File: src/rtl/pc_pkg.sv
// Shared definitions for the fetch-stage program-counter unit.
// Latency: n/a (types and constants only).
// Backpressure: n/a; stall handling lives in pc_seq_unit.
// Contents: next-PC source encoding and the default parameter values.
package pc_pkg;

   // Which source feeds the PC register on the coming edge.
   typedef enum logic [2:0] {
      SRC_HOLD = 3'd0,
      SRC_SEQ  = 3'd1,
      SRC_BR   = 3'd2,
      SRC_JMP  = 3'd3,
      SRC_CALL = 3'd4,
      SRC_RET  = 3'd5
   } src_e;

   localparam int DEF_AW        = 5;
   localparam int DEF_STEP      = 4;
   localparam int DEF_LIMIT     = 31;
   localparam int DEF_RESET_PC  = 0;
   localparam int DEF_RAS_DEPTH = 4;

endpackage

File: src/rtl/pc_ras.sv
// Return-address stack with drop-oldest overflow and error pulse.
// Latency: push/pop visible on count/top one cycle after the edge; err lasts one cycle.
// Backpressure: none; push when full discards the oldest entry, pop when empty is a no-op.
// Ports: clk, rst (sync, active-high), push, pop, push_data -> top, count, err.
module pc_ras
   import pc_pkg::*;
#(
   parameter int AW        = DEF_AW,
   parameter int RAS_DEPTH = DEF_RAS_DEPTH
) (
   input  logic                               clk,
   input  logic                               rst,
   input  logic                               push,
   input  logic                               pop,
   input  logic [AW-1:0]                      push_data,
   output logic [AW-1:0]                      top,
   output logic [$clog2(RAS_DEPTH+1)-1:0]     count,
   output logic                               err
);

   localparam int CW = $clog2(RAS_DEPTH+1);

   // Entry 0 is the oldest; entry count-1 is the top.
   logic [AW-1:0] stack [RAS_DEPTH];
   logic          full;
   logic          empty;

   assign full  = (count == CW'(RAS_DEPTH));
   assign empty = (count == '0);

   always_comb begin
      top = '0;
      for (int i = 0; i < RAS_DEPTH; i++) begin
         if (CW'(i) + CW'(1) == count) begin
            top = stack[i];
         end
      end
   end

   always_ff @(posedge clk) begin
      if (rst) begin
         count <= '0;
         err   <= 1'b0;
      end else begin
         err <= (push && full) || (pop && empty);
         if (push && !full) begin
            count <= count + CW'(1);
         end else if (pop && !empty) begin
            count <= count - CW'(1);
         end
      end
   end

   // Contents need no reset: count alone decides which entries are valid.
   // On overflow everything shifts one slot toward the bottom, losing entry 0,
   // and the new address lands in the topmost slot.
   always_ff @(posedge clk) begin
      if (push) begin
         for (int i = 0; i < RAS_DEPTH; i++) begin
            if (full) begin
               if (i == RAS_DEPTH - 1) begin
                  stack[i] <= push_data;
               end else begin
                  stack[i] <= stack[(i + 1) % RAS_DEPTH];
               end
            end else if (CW'(i) == count) begin
               stack[i] <= push_data;
            end
         end
      end
   end

endmodule

File: src/rtl/pc_seq_unit.sv
// Fetch-stage program counter with stall, branch/jump redirect and call/return via a RAS.
// Latency: one cycle from sampled request to pc_out / ras_count.
// Backpressure: stall freezes PC and RAS and masks every other request (reset still wins).
// Ports: clk, rst, stall, br_taken/br_target, jmp/jmp_target, call, ret
//        -> pc_out, ras_count, ras_full, ras_empty, ras_err.
module pc_seq_unit
   import pc_pkg::*;
#(
   parameter int AW        = DEF_AW,
   parameter int STEP      = DEF_STEP,
   parameter int LIMIT     = DEF_LIMIT,
   parameter int RESET_PC  = DEF_RESET_PC,
   parameter int RAS_DEPTH = DEF_RAS_DEPTH
) (
   input  logic                               clk,
   input  logic                               rst,
   input  logic                               stall,
   input  logic                               br_taken,
   input  logic [AW-1:0]                      br_target,
   input  logic                               jmp,
   input  logic [AW-1:0]                      jmp_target,
   input  logic                               call,
   input  logic                               ret,
   output logic [AW-1:0]                      pc_out,
   output logic [$clog2(RAS_DEPTH+1)-1:0]     ras_count,
   output logic                               ras_full,
   output logic                               ras_empty,
   output logic                               ras_err
);

   localparam int CW = $clog2(RAS_DEPTH+1);

   src_e          src;
   logic [AW-1:0] seq_pc;
   logic [AW-1:0] ret_addr;
   logic [AW-1:0] ras_top;
   logic [AW-1:0] pc_next;
   logic          ras_push;
   logic          ras_pop;

   // Carry out of the adds is dropped on purpose: the PC space is mod 2^AW.
   assign seq_pc   = (pc_out == AW'(LIMIT)) ? AW'(RESET_PC) : pc_out + AW'(STEP);
   // The return address ignores the LIMIT wrap; it is simply the next slot.
   assign ret_addr = pc_out + AW'(STEP);

   assign ras_full  = (ras_count == CW'(RAS_DEPTH));
   assign ras_empty = (ras_count == '0);

   always_comb begin
      src = SRC_SEQ;
      if (stall) begin
         src = SRC_HOLD;
      end else if (ret) begin
         // Underflowing return falls through to the sequential path.
         src = ras_empty ? SRC_SEQ : SRC_RET;
      end else if (call) begin
         src = SRC_CALL;
      end else if (jmp) begin
         src = SRC_JMP;
      end else if (br_taken) begin
         src = SRC_BR;
      end
   end

   // Pop is issued even on an empty stack so the RAS can flag the underflow.
   assign ras_push = (src == SRC_CALL);
   assign ras_pop  = !stall && ret;

   always_comb begin
      pc_next = seq_pc;
      case (src)
         SRC_HOLD: pc_next = pc_out;
         SRC_SEQ:  pc_next = seq_pc;
         SRC_BR:   pc_next = br_target;
         SRC_JMP:  pc_next = jmp_target;
         SRC_CALL: pc_next = jmp_target;
         SRC_RET:  pc_next = ras_top;
         default:  pc_next = seq_pc;
      endcase
   end

   always_ff @(posedge clk) begin
      if (rst) begin
         pc_out <= AW'(RESET_PC);
      end else begin
         pc_out <= pc_next;
      end
   end

   pc_ras #(
      .AW        (AW),
      .RAS_DEPTH (RAS_DEPTH)
   ) u_ras (
      .clk       (clk),
      .rst       (rst),
      .push      (ras_push),
      .pop       (ras_pop),
      .push_data (ret_addr),
      .top       (ras_top),
      .count     (ras_count),
      .err       (ras_err)
   );

endmodule

File: config.mk
export PLATFORM = sky130hd
export DESIGN_NAME = pc_seq_unit
export DESIGN_NICKNAME = d
export VERILOG_FILES = /design/src/rtl/pc_pkg.sv /design/src/rtl/pc_ras.sv /design/src/rtl/pc_seq_unit.sv
export SDC_FILE = /design/constraint.sdc
export NUM_CORES = 1
export LEC_CHECK = 0
export BUFFER_PORTS_ARGS = -buffer_cell sky130_fd_sc_hd__buf_2
export CORE_MARGIN = 1
export CORE_UTILIZATION = 55
export CTS_CLUSTER_DIAMETER = 30
export DETAILED_ROUTE_END_ITERATION = 7
export GPL_TIMING_DRIVEN = 0
export PLACE_DENSITY = 0.78
export SLEW_MARGIN = 20
export SYNTH_ARGS = -nofsm -noshare
export SYNTH_HDL_FRONTEND = slang
export SYNTH_SLANG_ARGS = --single-unit
File: constraint.sdc
create_clock -name clk -period 2 [get_ports clk]
set_input_delay 0.3 -clock clk [delete_from_list [all_inputs] [get_ports clk]]
set_output_delay 0.3 -clock clk [all_outputs]
set_load 0.02 [all_outputs]
### After elaboration in Yosys (flattened, before gate mapping)

Memory sizes are Yosys's and may differ from the RTL's.
Index checks and enable logic that the tools add are counted.

| storage, ports and cells | value |
|---|---|
| bits in registers | 9 |
| bits in latches | 0 |
| bits in writable memories | 20 |
| memory bits (read-only) | 0 |
| bits of input ports | 17 |
| output and inout bits | 11 |
| logic and storage cells | 71 |
| memories kept | 1 |

| operators by class | value |
|---|---|
| add/subtract/negate cells | 3 |
| $mul | 0 |
| divide/modulo/power cells | 0 |
| $lt $le $gt $ge | 0 |
| equality and inequality tests | 10 |
| shift-type cells | 0 |
| multiplexer cells | 37 |
| bitwise logic cells | 4 |
| reductions and logical operators | 13 |

Memories:

| memory | depth | width | read ports | clocked after Yosys merged registers in | wr ports | RTL line | text |
|---|---|---|---|---|---|---|---|
| u_ras.stack | 4 | 5 | 4 | 0 | 4 | pc_ras.sv:24 | `logic [AW-1:0] stack [RAS_DEPTH];` |

Operator list:

| cell | number |
|---|---|
| $mux 5 | 9 |
| $pmux 5 s4 | 1 |
| $mux 1 | 19 |
| $mux 3 | 6 |
| $eq 3x3->1 const B | 3 |
| $eq 2x3->1 const A | 2 |
| $eq 3x2->1 const B | 2 |
| $logic_not 3->1 | 2 |
| $add 5x3->5 const B | 1 |
| $eq 5x5->1 const B | 1 |
| $logic_and 1x1->1 | 5 |
| $mux 2 | 2 |
| $or 1x1->1 | 4 |
| $add 3x1->3 const B | 1 |
| $eq 1x3->1 const A | 1 |
| $eq 3x3->1 const A | 1 |
| $logic_not 1->1 | 3 |
| $sub 3x1->3 const B | 1 |
| $reduce_bool 2->1 | 1 |
| $reduce_or 2->1 | 1 |
| $logic_or 1x1->1 | 1 |

### Depth between registers and ports, before layout

| logic depth | value |
|---|---|
| word-level depth | 9 |
| depth in mapped cells | 8 |
| depth with buffers taken out | 7 |

### By module

A second synthesis with hierarchy kept.

| unflattened totals | value |
|---|---|
| cell total of the unflattened synthesis | 168 |
| area total of the unflattened synthesis | 1813.0 um2 |

By module, submodules not included:

| module | instances | cells an instance | area an instance (um2) |
|---|---|---|---|
| pc_ras | 1 | 111 | 1372.6 |
| pc_seq_unit | 1 | 57 | 440.4 |

### Worst setup path before layout

OpenSTA, ideal clock, no wires.

| path | value |
|---|---|
| path type | reg2reg |
| start | register u_ras.count[2] |
| end | register pc_out[0] |
| data arrival time | 1.903 ns |
| required time | 1.926 ns |
| path slack | 0.022 ns |
| stages on the path, launching flop included | 9 |
| path buffers | 2 |
| clock period less this slack | 1.978 ns |
| path through | dfxtp_1 -> buf_6 -> inv_1 -> ha_1 -> buf_2 -> nor4b_4 -> a221oi_1 -> a221o_1 -> a31oi_1 |

| between the ends | value |
|---|---|
| longest elaborated chain between the ends | 7 |

RTL lines:

| element | RTL line | text |
|---|---|---|
| from (decl) | pc_ras.sv:17 | `output logic [$clog2(RAS_DEPTH+1)-1:0] count,` |
| from (signal assigned) | pc_ras.sv:47 | `count <= count + CW'(1);` |
| from (signal assigned) | pc_ras.sv:49 | `count <= count - CW'(1);` |
| $logic_not 3->1 | pc_seq_unit.sv:47 | `assign ras_empty = (ras_count == '0);` |
| $mux 3 | pc_seq_unit.sv:55 | `src = ras_empty ? SRC_SEQ : SRC_RET;` |
| $mux 3 | pc_seq_unit.sv:53 | `end else if (ret) begin` |
| $mux 3 | pc_seq_unit.sv:51 | `if (stall) begin` |
| $eq 3x2->1 / $eq 3x3->1 (equally long branches) | pc_seq_unit.sv:71 | `case (src)` |
| $reduce_or 2->1 (no source line) | - |  |
| $pmux 5 s4 | pc_seq_unit.sv:71 |  |
| to (signal assigned) | pc_seq_unit.sv:84 | `pc_out <= AW'(RESET_PC);` |
| to (signal assigned) | pc_seq_unit.sv:86 | `pc_out <= pc_next;` |
| to (decl) | pc_seq_unit.sv:24 | `output logic [AW-1:0] pc_out,` |

Parallel ways exist; a longest one is shown, timed or not.
A chain may end at the register's enable or synchronous reset.

### Final worst setup path

| path | value |
|---|---|
| start | register u_ras.count[0] |
| end | register pc_out[1] |

Same word-level chain as after synthesis.

==> results.md <==
- Worst setup margin: 0.0621 ns
- RSZ-0062 raised after global routing: false
- Netlist cell types: 46
- Global route overflow: 0
- First-pass GRT wire length: 6330 µm
- Reg-to-reg endpoint: pc_out[1]
- PortBufs: 26
- Critical-path top delay cell: a221o_1
- Final WL: 4000 µm
- Hold Path End: pc_out[2]
- Overall routing resource usage: 25.1%
- Initial antenna violation count: 0
- Final Setup Violations: 0
- Crit path required time: 2.25 ns
- Vias: 1462
- Crit-path max cell delay: 0.40 ns
- Layout area overhead: 16.7%
- Post-route ant nets: 0
- Synth Register Bits: 29
- Drc violations: 0
- Final Critical Period: 1.94 ns
- Clock Latency Late Sink: 0.33 ns
- Crit Path Max Fanout: 9
- Mean Syn Cell Area: 10.2 µm²
- TritonCTS clock tree: done
- TritonCTS Buffers: 5
- DIE AREA: 3420 µm²
- Post-route design area: 2050 µm²
- Vias in the first global route: 1302
- Chip height: 58.5 µm
- Cells taking the most area after synthesis: edfxtp_1 (34%), dfxtp_1 (10%), mux2_1 (5.8%)
- H-tree depth: 2
- DP HPWL: 2910 µm
- GP Congestion: 0.879
- Hold depth: 3
- Count of pins over their slew limit: 0
- Max Freq: 516 MHz
- Status: completed
- Seq/Total Area, Yosys: 44.5%
- Final hold violation count: 0
- Layout cells sized above 1: 27.4%
- Row Count: 20
- Worst-margin pin slew: 0.744 ns
- Setup crit start kind: flip-flop
- Largest area contributor in the netlist: edfxtp_1
- Nets: 231
- Worst min path class: in -> reg
- VDD IR max: 0.000535 V
- N_diodes: 0
- Slew headroom: 49.8%
- Kind of critical path: reg -> reg
- CP Cell Sequence: ha_1 > ha_1 > buf_2 > nor4b_4 > a221oi_1 > a221o_1 > a31oi_1
- Syn nets: 196
- TritonCTS Sinks: 29
- Post-Syn Instances: 172
- Critical Path AT: 2.19 ns
- Most common cell on crit path: ha_1
- R2R Setup Slk: 0.06 ns
- Static Leak: 0.000789 µW
- Final period util: 96.9%
- Top-area cell type share of the netlist area: 34.2%
- R2R Path Start: u_ras.count[0]
- Vias per cell: 5.80
- Worst slack, placed: -0.0492 ns
- Worst setup EP type: flip-flop
- Worst Skew: 0.00756 ns
- Floorplan core area: 3030 µm²
- Synth warn: 0
- Max cap viols: 0
- TritonRoute pass-1 iters: 4
- Worst R2R Path Depth: 7
- WL/cell: 15.9 µm
- Initial Util: 57.9%
- Minimum hold slack: 0.278 ns
- Detailed Route Iter0 Violations: 110
- Hold Startpoint: br_target[2]
- Post-Place Cell Area: 1940 µm²
- Cell Area, Synth: 1750 µm²
- Clk slew on worst S/H paths: 0.09 ns
- I/O pin count: 28
- Max Root-Sink Buffers: 2
- CTS root buf: clkbuf_4
- Largest net degree at the start of global routing: 11
- Horiz. Die Dim: 58.5 µm
- P per Cell Area: 750 nW/µm²
[layout make-up]
type	count	area, µm²
Buffer	11	72.6
Clock buffer	6	41.3
Clock inverter	2	33.8
Fill cell	242	981
Inverter	11	45.0
Multi-Input combinational cell	121	872
Sequential cell	29	782
Tap cell	44	55.1
Timing Repair Buffer	28	145
[stage by stage]
stage / utilization (%) / std cells / setup TNS (ns) / power (µW)
finish: 67.6 / 252 / 0 / 1540
global route: 67.6 / 252 / 0 / 1610
CTS: 66.9 / 251 / 0 / 1520
detailed placement: 64.0 / 242 / -0.0761 / 1060
global placement: 64.0 / 242 / -0.0639 / 1050
floorplan: - / 172 / 0 / 953
[layout by cell type, fill, tap and decap left out, types with 3 or more instances in the layout]
cell type   n
clkbuf_4    5
ha_1        6
nor3_1      3
a21oi_1     9
edfxtp_1   20
inv_1       9
a221oi_1    4
buf_4       5
a211oi_1    4
nand2_1    18
buf_2      30
nand3b_1    3
mux2_1      9
dfxtp_1     8
o21ai_0    13
nor2_1     12
a31oi_1     5
[state kept, by name, summed over array words and instances, names as in the netlist]
name         cells
u_ras.err        1
u_ras.stack     20
u_ras.count      3
pc_out           5
[synth_stat cells, drive strengths merged]
cell / n
a21oi: 9
and3: 1
a31oi: 5
a22oi: 2
nor2: 12
o21a: 1
o22ai: 1
nor3: 3
or3b: 1
or3: 1
or2: 1
nand2b: 1
clkbuf: 1
a221o: 2
mux2: 9
xnor2: 2
ha: 7
nand4bb: 1
a221oi: 5
o21ai: 15
a211oi: 4
nor4b: 2
nand3: 4
nor4: 2
nand3b: 3
and3b: 1
nand2: 20
dfxtp: 9
nor3b: 2
buf: 10
nand4: 1
edfxtp: 20
inv: 11
a311oi: 1
nor2b: 2
[critical path: cells and delay by family, from the launching register on]
kind | cells | cell delay, ns
AO/OA/AOI/OAI | 3 | 0.69
adder cells (fa/ha/maj) | 2 | 0.38
buffers and inverters | 1 | 0.18
flip-flops | 1 | 0.35
AND/OR/NAND/NOR | 1 | 0.26
[per-layer routing]
metal | wire [µm] | global-route usage (%) | vias to the layer above
met5 | 0 | 0 | -
met4 | 61 | 9.18 | 0
met3 | 214 | 7.91 | 8
met2 | 1900 | 37.3 | 44
met1 | 1820 | 34.5 | 702
li1 | - | - | 708
[logic make-up after synthesis]
logic type,Yosys count,synth area share (%)
adder cells (fa/ha/maj),7,4.99
AND/OR/NAND/NOR,58,20.4
XOR/XNOR,2,0.999
multiplexers,9,5.78
flip-flops,29,44.5
buffers and inverters,22,6.49
AO/OA/AOI/OAI,45,16.8
[timing repair]
| item | in CTS | in global routing |
|---|---|---|
| endpoints found under the setup margin | 4 | 22 |
| gates cloned | 0 | 0 |
| buffers inserted | 1 | 1 |
| hold buffers | 0 | 0 |
| gates resized for setup | 1 | 3 |
[power by group]
| part | internal [µW] | total (µW) | switching (µW) |
|---|---|---|---|
| Combinational | 150 | 377 | 228 |
| Clock | 260 | 462 | 202 |
| Sequential | 669 | 697 | 27.1 |
[worst max-delay path by stage]
| stage | start | end | slack, ns | depth (start not counted) |
|---|---|---|---|---|
| after floorplan | u_ras.count[2] | pc_out[0] | 0.02 | 8 |
| after global placement | u_ras.count[2] | pc_out[1] | -0.04 | 8 |
| after detailed placement | u_ras.count[2] | pc_out[1] | -0.05 | 8 |
| after CTS | u_ras.count[2] | pc_out[1] | 0.02 | 8 |
| after global routing | u_ras.count[0] | pc_out[1] | 0.02 | 7 |
| final | u_ras.count[0] | pc_out[1] | 0.06 | 7 |
No activity file was read; power rests on OpenSTA's default activity.
